File: config.mk
export PLATFORM = sky130hd
export DESIGN_NAME = dco_tune_ctrl
export DESIGN_NICKNAME = d
export VERILOG_FILES = /design/src/rtl/dco_tune_ctrl.sv
export SDC_FILE = /design/constraint.sdc
export NUM_CORES = 1
export LEC_CHECK = 0
export CAP_MARGIN = 15
export CORE_UTILIZATION = 40
export CTS_CLUSTER_DIAMETER = 60
export CTS_CLUSTER_SIZE = 24
export DETAILED_ROUTE_END_ITERATION = 7
export HOLD_SLACK_MARGIN = 0.05
export SYNTH_ARGS = -nofsm -noshare
export SYNTH_HDL_FRONTEND = slang
export SYNTH_SLANG_ARGS = --single-unit
File: constraint.sdc
create_clock -name clk -period 2.6 [get_ports clk]
set_input_delay 0.52 -clock clk [delete_from_list [all_inputs] [get_ports clk]]
set_output_delay 0.52 -clock clk [all_outputs]
set_load 0.01 [all_outputs]
File: src/rtl/dco_tune_ctrl.sv
// ADPLL loop controller: turns phase-detector UP/DN levels into coarse/fine DCO
// tuning words through a COARSE -> FINE -> LOCKED acquisition FSM.
module dco_tune_ctrl #(
  parameter int CTW_W      = 8,
  parameter int FTW_W      = 8,
  parameter int CTW_INIT   = 2**(CTW_W-1),
  parameter int COARSE_REV = 4,
  parameter int FINE_REV   = 8,
  parameter int UNLOCK_RUN = 4
) (
  input  logic             clk,
  input  logic             reset,
  input  logic             UP,
  input  logic             DN,
  input  logic             hold,
  output logic [CTW_W-1:0] CTW,
  output logic [FTW_W-1:0] FTW,
  output logic [1:0]       mode,
  output logic             lock
);

  localparam int MAX_A   = (COARSE_REV > FINE_REV) ? COARSE_REV : FINE_REV;
  localparam int MAX_CNT = (MAX_A > UNLOCK_RUN) ? MAX_A : UNLOCK_RUN;
  localparam int CNT_W   = $clog2(MAX_CNT + 1);

  localparam logic [CTW_W-1:0] CTW_RST = CTW_W'(CTW_INIT);
  localparam logic [CTW_W-1:0] CTW_MAX = '1;
  localparam logic [FTW_W-1:0] FTW_MAX = '1;
  localparam logic [FTW_W-1:0] FTW_MID = {1'b1, {(FTW_W-1){1'b0}}};

  typedef enum logic [1:0] {
    COARSE = 2'd0,
    FINE   = 2'd1,
    LOCKED = 2'd2
  } state_e;

  state_e             state_q, state_d;
  logic [CTW_W-1:0]   ctw_q, ctw_d;
  logic [FTW_W-1:0]   ftw_q, ftw_d;
  logic               lock_q, lock_d;
  logic               dirValid_q, dirValid_d;
  logic               dir_q, dir_d;
  logic [CNT_W-1:0]   rev_q, rev_d;
  logic [CNT_W-1:0]   run_q, run_d;

  logic upEv, dnEv, ev, carry;

  assign upEv = UP & ~DN;
  assign dnEv = DN & ~UP;
  assign ev   = (upEv | dnEv) & ~hold;

  always_comb begin
    state_d    = state_q;
    ctw_d      = ctw_q;
    ftw_d      = ftw_q;
    dirValid_d = dirValid_q;
    dir_d      = dir_q;
    rev_d      = rev_q;
    run_d      = run_q;
    carry      = 1'b0;

    if (ev) begin
      // dir_q=1 means the last event was an up-event; counters saturate rather than wrap
      dirValid_d = 1'b1;
      dir_d      = upEv;
      if (dirValid_q && (dir_q != upEv)) begin
        rev_d = (rev_q == '1) ? rev_q : rev_q + 1'b1;
        run_d = CNT_W'(1);
      end else if (dirValid_q) begin
        rev_d = '0;
        run_d = (run_q == '1) ? run_q : run_q + 1'b1;
      end else begin
        rev_d = '0;
        run_d = CNT_W'(1);
      end

      case (state_q)
        COARSE: begin
          if (upEv) ctw_d = (ctw_q == CTW_MAX) ? ctw_q : ctw_q + 1'b1;
          else      ctw_d = (ctw_q == '0)      ? ctw_q : ctw_q - 1'b1;
          ftw_d = FTW_MID;
          if (rev_d == CNT_W'(COARSE_REV)) begin
            state_d = FINE;
            rev_d   = '0;
          end
        end
        default: begin
          // FTW wrap carries/borrows into CTW; at the CTW limits FTW saturates instead
          if (upEv) begin
            if (ftw_q != FTW_MAX)       ftw_d = ftw_q + 1'b1;
            else if (ctw_q == CTW_MAX)  ftw_d = FTW_MAX;
            else begin
              ftw_d = FTW_MID;
              ctw_d = ctw_q + 1'b1;
              carry = 1'b1;
            end
          end else begin
            if (ftw_q != '0)            ftw_d = ftw_q - 1'b1;
            else if (ctw_q == '0)       ftw_d = '0;
            else begin
              ftw_d = FTW_MID;
              ctw_d = ctw_q - 1'b1;
              carry = 1'b1;
            end
          end
          if (state_q == FINE && rev_d >= CNT_W'(FINE_REV)) begin
            state_d = LOCKED;
            rev_d   = '0;
            run_d   = '0;
          end else if (state_q == LOCKED && (run_d >= CNT_W'(UNLOCK_RUN) || carry)) begin
            state_d = FINE;
            rev_d   = '0;
            run_d   = '0;
          end
        end
      endcase
    end

    lock_d = (state_d == LOCKED);
  end

  always_ff @(posedge clk or posedge reset) begin
    if (reset) begin
      state_q    <= COARSE;
      ctw_q      <= CTW_RST;
      ftw_q      <= FTW_MID;
      lock_q     <= 1'b0;
      dirValid_q <= 1'b0;
      dir_q      <= 1'b0;
      rev_q      <= '0;
      run_q      <= '0;
    end else begin
      state_q    <= state_d;
      ctw_q      <= ctw_d;
      ftw_q      <= ftw_d;
      lock_q     <= lock_d;
      dirValid_q <= dirValid_d;
      dir_q      <= dir_d;
      rev_q      <= rev_d;
      run_q      <= run_d;
    end
  end

  assign CTW  = ctw_q;
  assign FTW  = ftw_q;
  assign mode = state_q;
  assign lock = lock_q;

endmodule
* Word level (Yosys, flattened, before mapping)
Index checks and enable logic that the tools add are counted.
W data, S select, Z words.
** Cells by class
- Bitwise logic cells :: 7
- $add $sub $neg :: 6
- Mux-type cells :: 39
- Equal/unequal tests :: 11
- Magnitude comparators :: 2
- Reduce and logical (&&, ||, !) cells :: 8
** Operator list (count)
- $mux W8 :: 12
- $mux W4 :: 14
- $add A8 B1 Y8 const B :: 2
- $sub A8 B1 Y8 const B :: 2
- $mux W2 :: 5
- $add A4 B1 Y4 const B :: 2
- $eq A4 B4 Y1 const B :: 2
- $eq A8 B8 Y1 const B :: 1
- $logic_not A8 Y1 :: 1
- $ne A8 B8 Y1 const B :: 1
- $reduce_bool A8 Y1 :: 1
- $mux W1 :: 7
- $mux W7 :: 1
- $ne A3 B2 Y1 const B :: 2
- $eq A2 B2 Y1 const B :: 2
- $eq A4 B3 Y1 const B :: 1
- $ge A4 B3 Y1 const B :: 1
- $ge A4 B4 Y1 const B :: 1
- $and A1 B1 Y1 :: 3
- $logic_and A1 B1 Y1 :: 3
- $not A1 Y1 :: 3
- $reduce_and A3 Y1 :: 1
- $eq A2 B1 Y1 const B :: 1
- $logic_not A2 Y1 :: 1
- other kinds (3) :: 3
** Word-level totals
- Input bits :: 5
- Logic and storage cells :: 81
- Bits in registers :: 29
- Output and inout port bits :: 19

* Depth between registers and ports, before layout
- Word-level depth :: 14
- Depth in mapped cells :: 11
- Mapped depth without buffers :: 10

* Worst setup path before layout
OpenSTA, ideal clock, no wires.
- Path kind :: in2reg
- Start :: input port DN
- End :: register ctw_q[6] (netlist: CTW[6])
- Slack :: -0.073 ns
- Required time :: 2.475 ns
- Stages on the path :: 11
- Arrival time :: 2.548 ns
- Setup time :: 0.125 ns
- Path buffers :: 1
- Cells stage by stage :: inv_1 > ha_1 > clkbuf_1 > inv_1 > fa_1 > a21o_1 > a21oi_1 > o21bai_1 > a21oi_1 > xnor2_1 > mux2_2
** Between the ends
- Word-level cells in the longest chain between the ends :: 5
- Elaborated cells between the ends (all ways) :: 11
- Those cells by class :: eq/ne: 2; mux: 3; bitwise: 5; reduce/logical: 1
** RTL lines
- start: declaration :: RTL line 14 : input logic DN,
- $not A1 Y1 * :: RTL line 48 : assign upEv = UP & ~DN;
- $and A1 B1 Y1 * :: RTL line 48
- via upEv :: RTL line 46 : logic upEv, dnEv, ev, carry;
- $or A1 B1 Y1 :: RTL line 50 : assign ev = (upEv | dnEv) & ~hold;
- $and A1 B1 Y1 :: RTL line 50
- $reduce_and A3 Y1 (no line)
- end signal: assignment :: RTL line 134 : ctw_q <= ctw_d;
- end: declaration :: RTL line 38 : logic [CTW_W-1:0] ctw_q, ctw_d;
Mark *: on every way through the listed nets, which the timed path passes. The rest lies on a longest branch.
A chain may end at the register's enable or synchronous reset.

* Worst setup path after layout
- Start :: input port UP
- End :: register ctw_q[6] (netlist: CTW[6])
** Between the ends
- Elaborated cells between the ends (all ways) :: 11
- Those cells by class :: eq/ne: 2; mux: 3; bitwise: 5; reduce/logical: 1
** RTL lines
- start: declaration :: RTL line 13 : input logic UP,
- $and A1 B1 Y1 * :: RTL line 48
- via upEv :: RTL line 46
- $or A1 B1 Y1 :: RTL line 50
- $and A1 B1 Y1 :: RTL line 50
- $reduce_and A3 Y1 (no line)
Marks and branches as above.

==> run metrics <==
Hold Fails Final Rpt=0; worst r2r path cells=8; Arr. time, crit path=2.65 ns; CP endpoint kind=flop; placed wire-length estimate=3850 um; RSZ-0062 raised after global routing=true; peak supply drop=0.000620 V; Mapped Area=2180 um2; status=complete, no violations; WP data required=2.77 ns; register area share after synthesis=33.4%; initial antenna violation count=0; H-tree level count=2; Max Cap Viol=0; 1st-iter DRT viols=148; clock-pin slew on the worst setup and hold paths=0.07 ns; cells after synthesis=252; final setup fails=0; ys async rst share=100%; Yosys top cell by area=dfrtp_1; critical-path maximum fanout=4; busiest metal layer after global routing=met2; vias in the first global route=1923; Syn Nets=269; worst r2r dst=CTW[2]; DRT antenna net count=0; Flop pwr share=30.3%; P_sw=1.01 mW; core area=5170 um2; Worst Path Class, Setup=input pin to flop; fin util=53.1%; CTS Root Cell=clkbuf_8; met1 GRT Util=28.3%; area occupied by multi-input gates=1350 um2; gr usage total=20.6%; fin nets=312; logic gate share of total power=51.4%; clock power share=18.2%; total power per unit cell area=974 nW/um2; WHS Path Cells=1; syn_area_per_cell=8.64 um2; Pleak=1.17 nW; FF+latch area=728 um2; Synth top area share=31.0%; Tcrit/Tclk final=95.5%; hold endpoint=dirValid_q; largest cells by area after synthesis=dfrtp_1, ha_1, o21ai_0; Sw Ratio=37.9%; Slew Limit Fails=0; Ant. Diodes=0; Final min period=2.48 ns; critical path launch point type=input pin; worst skew pair latency=0.28 ns; DIE AREA=5740 um2; largest net degree at the start of global routing=30; grt ovf=0; Routed WL=5340 um; hold_sp=dirValid_q; Initial Util=42.1%; Die Span X=75.8 um; CTS tree=built; io pins=24; clk sink count=29; GPL Wtd Cong=0.868; via count=2089; layout cells sized above 1=16.9%; PostCTS Resize Cnt=0; drt wl/cell=14.6 um; Area growth syn-to-layout=26.0%; Yosys warnings=0; reg2reg setup slack=0.29 ns; Worst-Margin Slew=0.489 ns; CTS buffer count=5; Non-Filler Instances=366; met2 Track Usage GR=31.4%; number of synthesized flops with an enable pin=0; first-pass GRT wire length=8840 um; Int Pwr=1.66 mW; Seq cells post-synth=29; Die Ht=75.8 um; Reg2Reg Launch Point=FTW[0]; clock skew=0.00563 ns; Layout fillers=491; Initial DRT Pass Iterations=4; dpl cells=357; top_reg_cell synth=dfrtp_1; most frequent cell after synthesis=dfrtp_1; vias per cell=5.71; commonest cells in the netlist=dfrtp_1, nand2_1, o21ai_0, a21oi_1, nor2_1; Post-route DRC=0; met3 Resource Use GR=4.23%; Slew Limit Headroom=67.1%; row count=26; # port buffers=23; Max Root-Sink Buffers=2; Unique masters post-synth=55; Max Freq=403 MHz; HP Class=flop to flop
[stage by stage]
| step | cell area (um2) | worst slack, ns | hold slack (ns) | power, mW | setup TNS [ns] |
|---|---|---|---|---|---|
| after floorplan | 2180 | 0.00464 | 0.441 | 1.66 | 0 |
| after global placement | 2620 | -0.136 | 0.464 | 2.15 | -0.443 |
| after detailed placement | 2620 | -0.176 | 0.470 | 2.16 | -0.557 |
| after CTS | 2740 | 0.122 | 0.489 | 2.67 | 0 |
| after global routing | 2750 | -0.0126 | 0.528 | 2.89 | -0.0220 |
| final | 2750 | 0.117 | 0.486 | 2.67 | 0 |
[critical path: stages]
cell             delay, ns
clkdlybuf4s50_1       0.49
ha_1                  0.19
inv_2                 0.06
fa_1                  0.38
a21o_1                0.17
a21oi_1               0.22
o21bai_1              0.10
a21oi_1               0.18
xnor2_1               0.08
mux2_2                0.25
[worst max-delay path by stage]
| stage | start | endpoint | slack, ns |
|---|---|---|---|
| 6_report | UP | CTW[6] | 0.12 |
| 5_1_grt | UP | CTW[7] | -0.01 |
| 4_1_cts | UP | CTW[6] | 0.12 |
| 3_5_place_dp | UP | CTW[7] | -0.18 |
| 3_3_place_gp | UP | CTW[6] | -0.14 |
| 2_1_floorplan | DN | CTW[6] | 0.005 |
[timing repair]
| action | CTS | global route |
|---|---|---|
| setup endpoints to repair | 0 | 6 |
| setup buffers | 0 | 1 |
| hold buffers | 0 | 0 |
[flip-flops by register name (all words and copies together), names as in the netlist]
name / count
FTW: 8
dirValid_q: 1
rev_q: 4
lock: 1
CTW: 8
dir_q: 1
run_q: 4
mode: 2
[routing by layer]
layer | vias up | share of wire [%] | wire length [um]
met4 | 0 | 2.5 | 133
met2 | 60 | 44 | 2380
li1 | 1029 | - | -
met3 | 12 | 4.4 | 233
met1 | 988 | 49 | 2600
met5 | - | 0 | 0
[layout make-up]
type | count | share of cell area [%]
inverter | 12 | 1.64
multi-input combinational | 201 | 49.3
timing repair buffer | 46 | 15.1
tap | 70 | 3.19
clock inverter | 1 | 1.09
sequential | 29 | 26.5
clock buffer | 7 | 3.14
[logic make-up (layout without fill, tap and decap cells)]
family | after synthesis | in the layout | share of synthesized area [%]
DFF | 29 | 29 | 33.4
buffers and inverters | 22 | 66 | 4.48
xor gates and xnor gates | 8 | 8 | 3.22
muxes | 11 | 11 | 5.34
adders and majority gates | 12 | 12 | 7.24
AOI/OAI and AO/OA | 80 | 80 | 23.6
and+or+nand+nor | 90 | 90 | 22.7
[cell usage in the layout (no fill, tap or decap), types with 8 or more instances in the layout]
cell | synthesis | final
nor2_1 | 18 | 18
ha_1 | 11 | 11
a21oi_1 | 19 | 19
nand4_1 | 9 | 9
buf_4 | 0 | 22
nand3_1 | 8 | 8
inv_1 | 12 | 11
nand2_1 | 22 | 22
dfrtp_1 | 27 | 27
o21ai_0 | 22 | 22
clkdlybuf4s50_1 | 0 | 23
[power groups by stage]
stage	clock network, mW	logic [mW]	registers, mW
final	0.488	1.38	0.811
after global routing	0.519	1.53	0.843
after CTS	0.504	1.36	0.805
after detailed placement	0	1.35	0.811
after global placement	0	1.33	0.812
after floorplan	0	0.856	0.804
Power figures use the tool's default switching activity.
